===== config.mk =====
export PLATFORM = sky130hd
export DESIGN_NAME = ahb2apb_bridge
export DESIGN_NICKNAME = d
export VERILOG_FILES = /design/src/rtl/ahb_pkg.sv /design/src/rtl/ahb2apb_bridge.sv
export SDC_FILE = /design/constraint.sdc
export NUM_CORES = 1
export LEC_CHECK = 0
export ABC_CLOCK_PERIOD_IN_PS = 4900
export CAP_MARGIN = 20
export CORE_AREA = 3 3 99 111
export DETAILED_ROUTE_END_ITERATION = 10
export DIE_AREA = 0 0 102 114
export GPL_TIMING_DRIVEN = 1
export PLACE_DENSITY = 0.84
export SLEW_MARGIN = 20
export SYNTH_ARGS = -nofsm -noshare
export SYNTH_HDL_FRONTEND = slang
export SYNTH_SLANG_ARGS = --single-unit

===== constraint.sdc =====
create_clock -name HCLK -period 4.9 [get_ports HCLK]
set_input_delay 0.98 -clock HCLK [delete_from_list [all_inputs] [get_ports HCLK]]
set_output_delay 0.98 -clock HCLK [all_outputs]
set_load 0.01 [all_outputs]

===== src/rtl/ahb_pkg.sv =====
// rtl/ahb_pkg.sv - shared AHB encodings and the AHB-to-APB bridge state type
package ahb_pkg;

   localparam logic [1:0] HTRANS_IDLE   = 2'b00;
   localparam logic [1:0] HTRANS_BUSY   = 2'b01;
   localparam logic [1:0] HTRANS_NONSEQ = 2'b10;
   localparam logic [1:0] HTRANS_SEQ    = 2'b11;

   localparam logic [1:0] HRESP_OKAY    = 2'b00;
   localparam logic [1:0] HRESP_ERROR   = 2'b01;

   localparam logic [2:0] HSIZE_WORD    = 3'b010;

   typedef enum logic [2:0] {
      ST_IDLE,
      ST_WLATCH,
      ST_SETUP,
      ST_ACCESS,
      ST_DONE,
      ST_ERR1,
      ST_ERR2
   } bridge_state_e;

endpackage


===== src/rtl/ahb2apb_bridge.sv =====
// rtl/ahb2apb_bridge.sv - AHB slave to APB master bridge, one APB transfer per AHB transfer
module ahb2apb_bridge
   import ahb_pkg::*;
#(
   parameter int          NSLV = 4,
   parameter logic [31:0] BASE = 32'h4000_0000
) (
   input  logic            HCLK,
   input  logic            HRESETn,
   input  logic            HSEL,
   input  logic [31:0]     HADDR,
   input  logic [1:0]      HTRANS,
   input  logic            HWRITE,
   input  logic [2:0]      HSIZE,
   input  logic [31:0]     HWDATA,
   input  logic            HREADY,
   output logic            HREADYOUT,
   output logic [31:0]     HRDATA,
   output logic [1:0]      HRESP,
   output logic [31:0]     PADDR,
   output logic [NSLV-1:0] PSEL,
   output logic            PENABLE,
   output logic            PWRITE,
   output logic [31:0]     PWDATA,
   input  logic [31:0]     PRDATA,
   input  logic            PREADY,
   input  logic            PSLVERR
);

   function automatic logic [NSLV-1:0] idx_decode(input logic [3:0] idx);
      logic [NSLV-1:0] sel;
      sel = '0;
      for (int i = 0; i < NSLV; i++) begin
         if (idx == 4'(i)) sel[i] = 1'b1;
      end
      return sel;
   endfunction

   bridge_state_e   state_q, state_d;
   logic            hreadyout_q;
   logic [1:0]      hresp_q;
   logic [31:0]     hrdata_q;
   logic [31:0]     paddr_q;
   logic [NSLV-1:0] psel_q;
   logic            penable_q;
   logic            pwrite_q;
   logic [31:0]     pwdata_q;
   logic [3:0]      idx_q;

   logic [3:0]      hidx;
   logic [3:0]      sel_idx;
   logic            htrans_active;
   logic            accept;
   logic            legal;

   always_comb begin
      hidx          = HADDR[15:12];
      htrans_active = (HTRANS == HTRANS_NONSEQ) || (HTRANS == HTRANS_SEQ);
      accept        = (state_q inside {ST_IDLE, ST_DONE, ST_ERR2}) && HSEL && HREADY && htrans_active;
      legal         = (int'(hidx) < NSLV) && (HSIZE == HSIZE_WORD) && (HADDR[31:16] == BASE[31:16]);
      // A read goes straight to SETUP, so the select must come from the live index.
      sel_idx       = (accept && legal) ? hidx : idx_q;

      state_d = state_q;
      case (state_q)
         ST_IDLE, ST_DONE, ST_ERR2: begin
            if (accept) begin
               if (!legal)      state_d = ST_ERR1;
               else if (HWRITE) state_d = ST_WLATCH;
               else             state_d = ST_SETUP;
            end else begin
               state_d = ST_IDLE;
            end
         end
         ST_WLATCH: state_d = ST_SETUP;
         ST_SETUP:  state_d = ST_ACCESS;
         ST_ACCESS: begin
            if (PREADY) state_d = PSLVERR ? ST_ERR1 : ST_DONE;
         end
         ST_ERR1:   state_d = ST_ERR2;
         default:   state_d = ST_IDLE;
      endcase
   end

   always_ff @(posedge HCLK or negedge HRESETn) begin
      if (!HRESETn) begin
         state_q     <= ST_IDLE;
         hreadyout_q <= 1'b1;
         hresp_q     <= HRESP_OKAY;
         hrdata_q    <= '0;
         paddr_q     <= '0;
         psel_q      <= '0;
         penable_q   <= 1'b0;
         pwrite_q    <= 1'b0;
         pwdata_q    <= '0;
         idx_q       <= '0;
      end else begin
         state_q     <= state_d;
         hreadyout_q <= state_d inside {ST_IDLE, ST_DONE, ST_ERR2};
         hresp_q     <= (state_d inside {ST_ERR1, ST_ERR2}) ? HRESP_ERROR : HRESP_OKAY;
         psel_q      <= (state_d inside {ST_SETUP, ST_ACCESS}) ? idx_decode(sel_idx) : '0;
         penable_q   <= (state_d == ST_ACCESS);
         if (accept && legal) begin
            paddr_q  <= HADDR;
            pwrite_q <= HWRITE;
            idx_q    <= hidx;
         end
         if (state_q == ST_WLATCH) pwdata_q <= HWDATA;
         if (state_q == ST_ACCESS && PREADY && !PSLVERR && !pwrite_q) hrdata_q <= PRDATA;
      end
   end

   assign HREADYOUT = hreadyout_q;
   assign HRESP     = hresp_q;
   assign HRDATA    = hrdata_q;
   assign PADDR     = paddr_q;
   assign PSEL      = psel_q;
   assign PENABLE   = penable_q;
   assign PWRITE    = pwrite_q;
   assign PWDATA    = pwdata_q;

endmodule


==> impl_table.tex <==
\begin{tabular}{lr}
\hline
Metric & Value \\
\hline
\multicolumn{2}{l}{\textbf{Run status}} \\
Run status & complete, no violations \\
\multicolumn{2}{l}{\textbf{CTS}} \\
Total setup buffers inserted after CTS & 0 \\
Num CTS Buffers & 9 \\
Clk sinks & 111 \\
Clock Latency Late Sink & 350 ps \\
H-tree depth reported by CTS & 3 \\
Number of hold buffers added after cts & 0 \\
Longest Clk Path Bufs & 2 \\
Buffer cell driving the clock tree root & sky130\_fd\_sc\_hd\_\_clkbuf\_8 \\
Quantity of gates resized following cts & 0 \\
Clock transition at the registers of the reported paths & 90 ps \\
TritonCTS clock tree & built \\
\multicolumn{2}{l}{\textbf{Synthesis}} \\
Share of Yosys cell area claimed by the top area cell type & 64.6\% \\
Seq cells post-synth & 111 \\
Mapped Avg Cell Area & 15.1 µm² \\
Area of the mapped netlist & 4260 µm² \\
Number of distinct library cells after synthesis & 38 \\
Leading area contributor after synthesis & sky130\_fd\_sc\_hd\_\_dfrtp\_1 \\
Syn. warnings & 0 \\
Sequential-to-total area share from yosys stat & 65.2\% \\
Post-Synthesis Cells & 282 \\
Count of flip-flops with a built-in enable after synthesis & 0 \\
Cells taking the most area after synthesis & sky130\_fd\_sc\_hd\_\_dfrtp\_1 65\%, sky130\_fd\_sc\_hd\_\_mux2\_2 19\%, sky130\_fd\_sc\_hd\_\_nor2b\_1 3.4\% \\
Fraction of synthesis flops using an asynchronous set or reset pin & 100\% \\
Leading register cell type out of synthesis & sky130\_fd\_sc\_hd\_\_dfrtp\_1 \\
Post-synth net total & 390 \\
\multicolumn{2}{l}{\textbf{Routing}} \\
Avg WL per Cell & 16.8 µm \\
Detailed-router iteration count before antenna repair & 4 \\
Via count & 3040 \\
Residual DRC count & 0 \\
Detailed Route Iter0 Violations & 81 \\
Routed WL & 10400 µm \\
Residual antenna-violating net count after detailed routing & 0 \\
Ratio of routed vias to standard cells & 4.93 \\
\multicolumn{2}{l}{\textbf{Placed design}} \\
Worst slack at placement & 1330 ps \\
Total half-perimeter wirelength after legalization and detailed placement & 7900 µm \\
Routability congestion estimate from global placement & 0.778 \\
I/O Buffers & 210 \\
\multicolumn{2}{l}{\textbf{Floorplanning}} \\
DIE WIDTH & 102 µm \\
Std-Cell Core Area & 9890 µm² \\
Starting Density & 43.1\% \\
Die area & 11600 µm² \\
IO Count & 213 \\
Number of rows created at floorplan & 38 \\
Die Y & 114 µm \\
\multicolumn{2}{l}{\textbf{Finish}} \\
Number of filler instances in the final layout & 734 \\
Antenna diodes & 0 \\
Area Overhead vs Synth & 56.7\% \\
Final Net Count & 602 \\
Fraction of layout cells with a size suffix above 1 & 19.5\% \\
\multicolumn{2}{l}{\textbf{Global routing}} \\
Wire length of the first global-routing pass & 16200 µm \\
Residual overflow from global routing & 0 \\
Initial antenna violation count & 0 \\
Total global routing track utilization & 17.8\% \\
Maximum number of pins on one net before global-route repair & 81 \\
Via count of the first global-routing pass & 3198 \\
\multicolumn{2}{l}{\textbf{Worst setup path}} \\
Worst Path Required & 5140 ps \\
Cell breakdown of the critical path & clkdlybuf4s50\_1, or4b\_4, nor3\_4, and3\_1, mux2\_2 \\
Category of the critical setup timing path & in2reg \\
Buffers plus inverters on the worst setup path & 1 \\
Type of element launching the critical path & input port \\
Data arrival time at the worst-slack endpoint & 3410 ps \\
Maximum fanout encountered on the critical timing path & 21 \\
Worst stage delay on the critical path & 800 ps \\
CP max-delay cell & sky130\_fd\_sc\_hd\_\_and3\_1 \\
Cell type group with the largest total delay on the critical path & simple AND/OR/NAND/NOR gates \\
Category of the worst setup path capture point & flip-flop \\
\multicolumn{2}{l}{\textbf{Flow run}} \\
Number of max-capacitance violations reported & 0 \\
\multicolumn{2}{l}{\textbf{Timing}} \\
Number of setup violations in the final report & 0 \\
Unrepaired setup endpoints after global routing & false \\
Post-route fraction of the period consumed by the critical path & 64.7\% \\
Final worst setup slack & 1730 ps \\
Worst-Margin Slew & 889 ps \\
Hold violation total from the final report & 0 \\
Setup TNS & 0 ps \\
Max-slew headroom at the worst pin & 40.7\% \\
Final setup skew & 6.09 ps \\
Max Transition Viols Final & 0 \\
Final min period & 3170 ps \\
Fmax & 316 MHz \\
\multicolumn{2}{l}{\textbf{Power and ir drop}} \\
Leakage Power & 2.91 nW \\
Total power divided by cell area & 483 nW/µm² \\
VDD IR max & 0.235 mV \\
\multicolumn{2}{l}{\textbf{Worst hold path}} \\
Path type of the worst min-delay path & reg2reg \\
\hline
\end{tabular}
## power breakdown
group / switching [mW] / internal (mW) / total [mW]
logic: 0.499 / 0.853 / 1.35
registers: 0.147 / 1.21 / 1.36
clock network: 0.274 / 0.236 / 0.511
## state kept, by name, indices dropped and copies added, names as in the netlist
signal     count
state_q        3
HREADYOUT      1
HRESP          1
idx_q          4
PENABLE        1
PSEL           4
PADDR         32
HRDATA        32
PWDATA        32
PWRITE         1
## worst register-to-register path, delay by kind of cell, from the launching register on
family        cells  cell delay (ps)
flops             1              420
simple gates      3             1300
mux               1              550
## metal layers
| metal | GRT usage (%) | share of wire [%] |
|---|---|---|
| met5 | 0 | 0 |
| met4 | 6.12 | 1.5 |
| met3 | 5.26 | 8.4 |
| met2 | 30.7 | 52 |
| met1 | 21.1 | 38 |
## path summary, 6_finish.rpt
check	start	end	slack (ps)	depth (start not counted)
worst max-delay path	HSIZE[0]	PADDR[4]	1730	5
worst min-delay path	PADDR[30]	PADDR[30]	480	1
worst max register to register	state_q[2]	HRDATA[31]	2510	4
worst min register to register	PADDR[30]	PADDR[30]	480	1
max in group asynchronous	HRESETn	PADDR[15]	3310	3
min in group asynchronous	HRESETn	PWDATA[5]	540	1
## cells in the mapped netlist (3+ instances only)
cell type / n
sky130_fd_sc_hd__nand2_1: 4
sky130_fd_sc_hd__nor4b_1: 3
sky130_fd_sc_hd__mux2_1: 10
sky130_fd_sc_hd__o21ai_0: 4
sky130_fd_sc_hd__nor2b_1: 23
sky130_fd_sc_hd__a21oi_1: 4
sky130_fd_sc_hd__dfrtp_1: 110
sky130_fd_sc_hd__mux2_2: 71
sky130_fd_sc_hd__clkbuf_1: 3
sky130_fd_sc_hd__nor2_1: 3
sky130_fd_sc_hd__a211oi_1: 4
sky130_fd_sc_hd__buf_2: 8
sky130_fd_sc_hd__nand3_1: 4
## cells in the final DEF, fill, tap and decap left out, types with 2 or more instances in the layout
cell and count:
sky130_fd_sc_hd__a211oi_1 4, sky130_fd_sc_hd__nand2_1 4, sky130_fd_sc_hd__dfrtp_1 110, sky130_fd_sc_hd__nor4_1 2, sky130_fd_sc_hd__buf_4 5, sky130_fd_sc_hd__mux2_1 10
sky130_fd_sc_hd__nor3_1 2, sky130_fd_sc_hd__nor2b_1 22, sky130_fd_sc_hd__and2_1 2, sky130_fd_sc_hd__nand4_1 2, sky130_fd_sc_hd__nor4b_1 3, sky130_fd_sc_hd__nand3_1 3
sky130_fd_sc_hd__a21oi_1 4, sky130_fd_sc_hd__mux2_2 71, sky130_fd_sc_hd__clkbuf_8 13, sky130_fd_sc_hd__clkdlybuf4s50_1 209, sky130_fd_sc_hd__and3_1 2, sky130_fd_sc_hd__nor2_1 3
sky130_fd_sc_hd__o21ai_0 4
## final cells by class
cell class              instances  area (µm²)  area share [%]
flip-flops and latches        111        2780            41.6
repair buffers                215        2160            32.3
multi-input cells             156        1400            21.0
clock buffers                  14         183            2.74
well taps                     120         150            2.25
inverters                       1        3.75          0.0562
## stage by stage
step	area [µm²]	instances	power (mW)	utilization [%]	hold slack (ps)
global placement	6460	602	2.70	65.4	454
floorplan	4260	282	1.96	-	465
finish	6680	617	3.22	67.5	482
CTS	6650	616	3.27	67.2	485
detailed placement	6460	602	2.75	65.4	460
global route	6680	617	3.42	67.5	507
## kinds of logic (layout without fill, tap and decap cells)
family | Yosys count | count (layout) | share of synthesized area [%]
buffers and inverters | 15 | 230 | 2.00
other | 1 | 1 | 0.0880
AO/OA/AOI/OAI | 18 | 18 | 2.76
multiplexers | 81 | 81 | 21.4
AND/OR/NAND/NOR | 56 | 56 | 8.49
flip-flops | 111 | 111 | 65.2
Power figures use the tool's default switching activity.
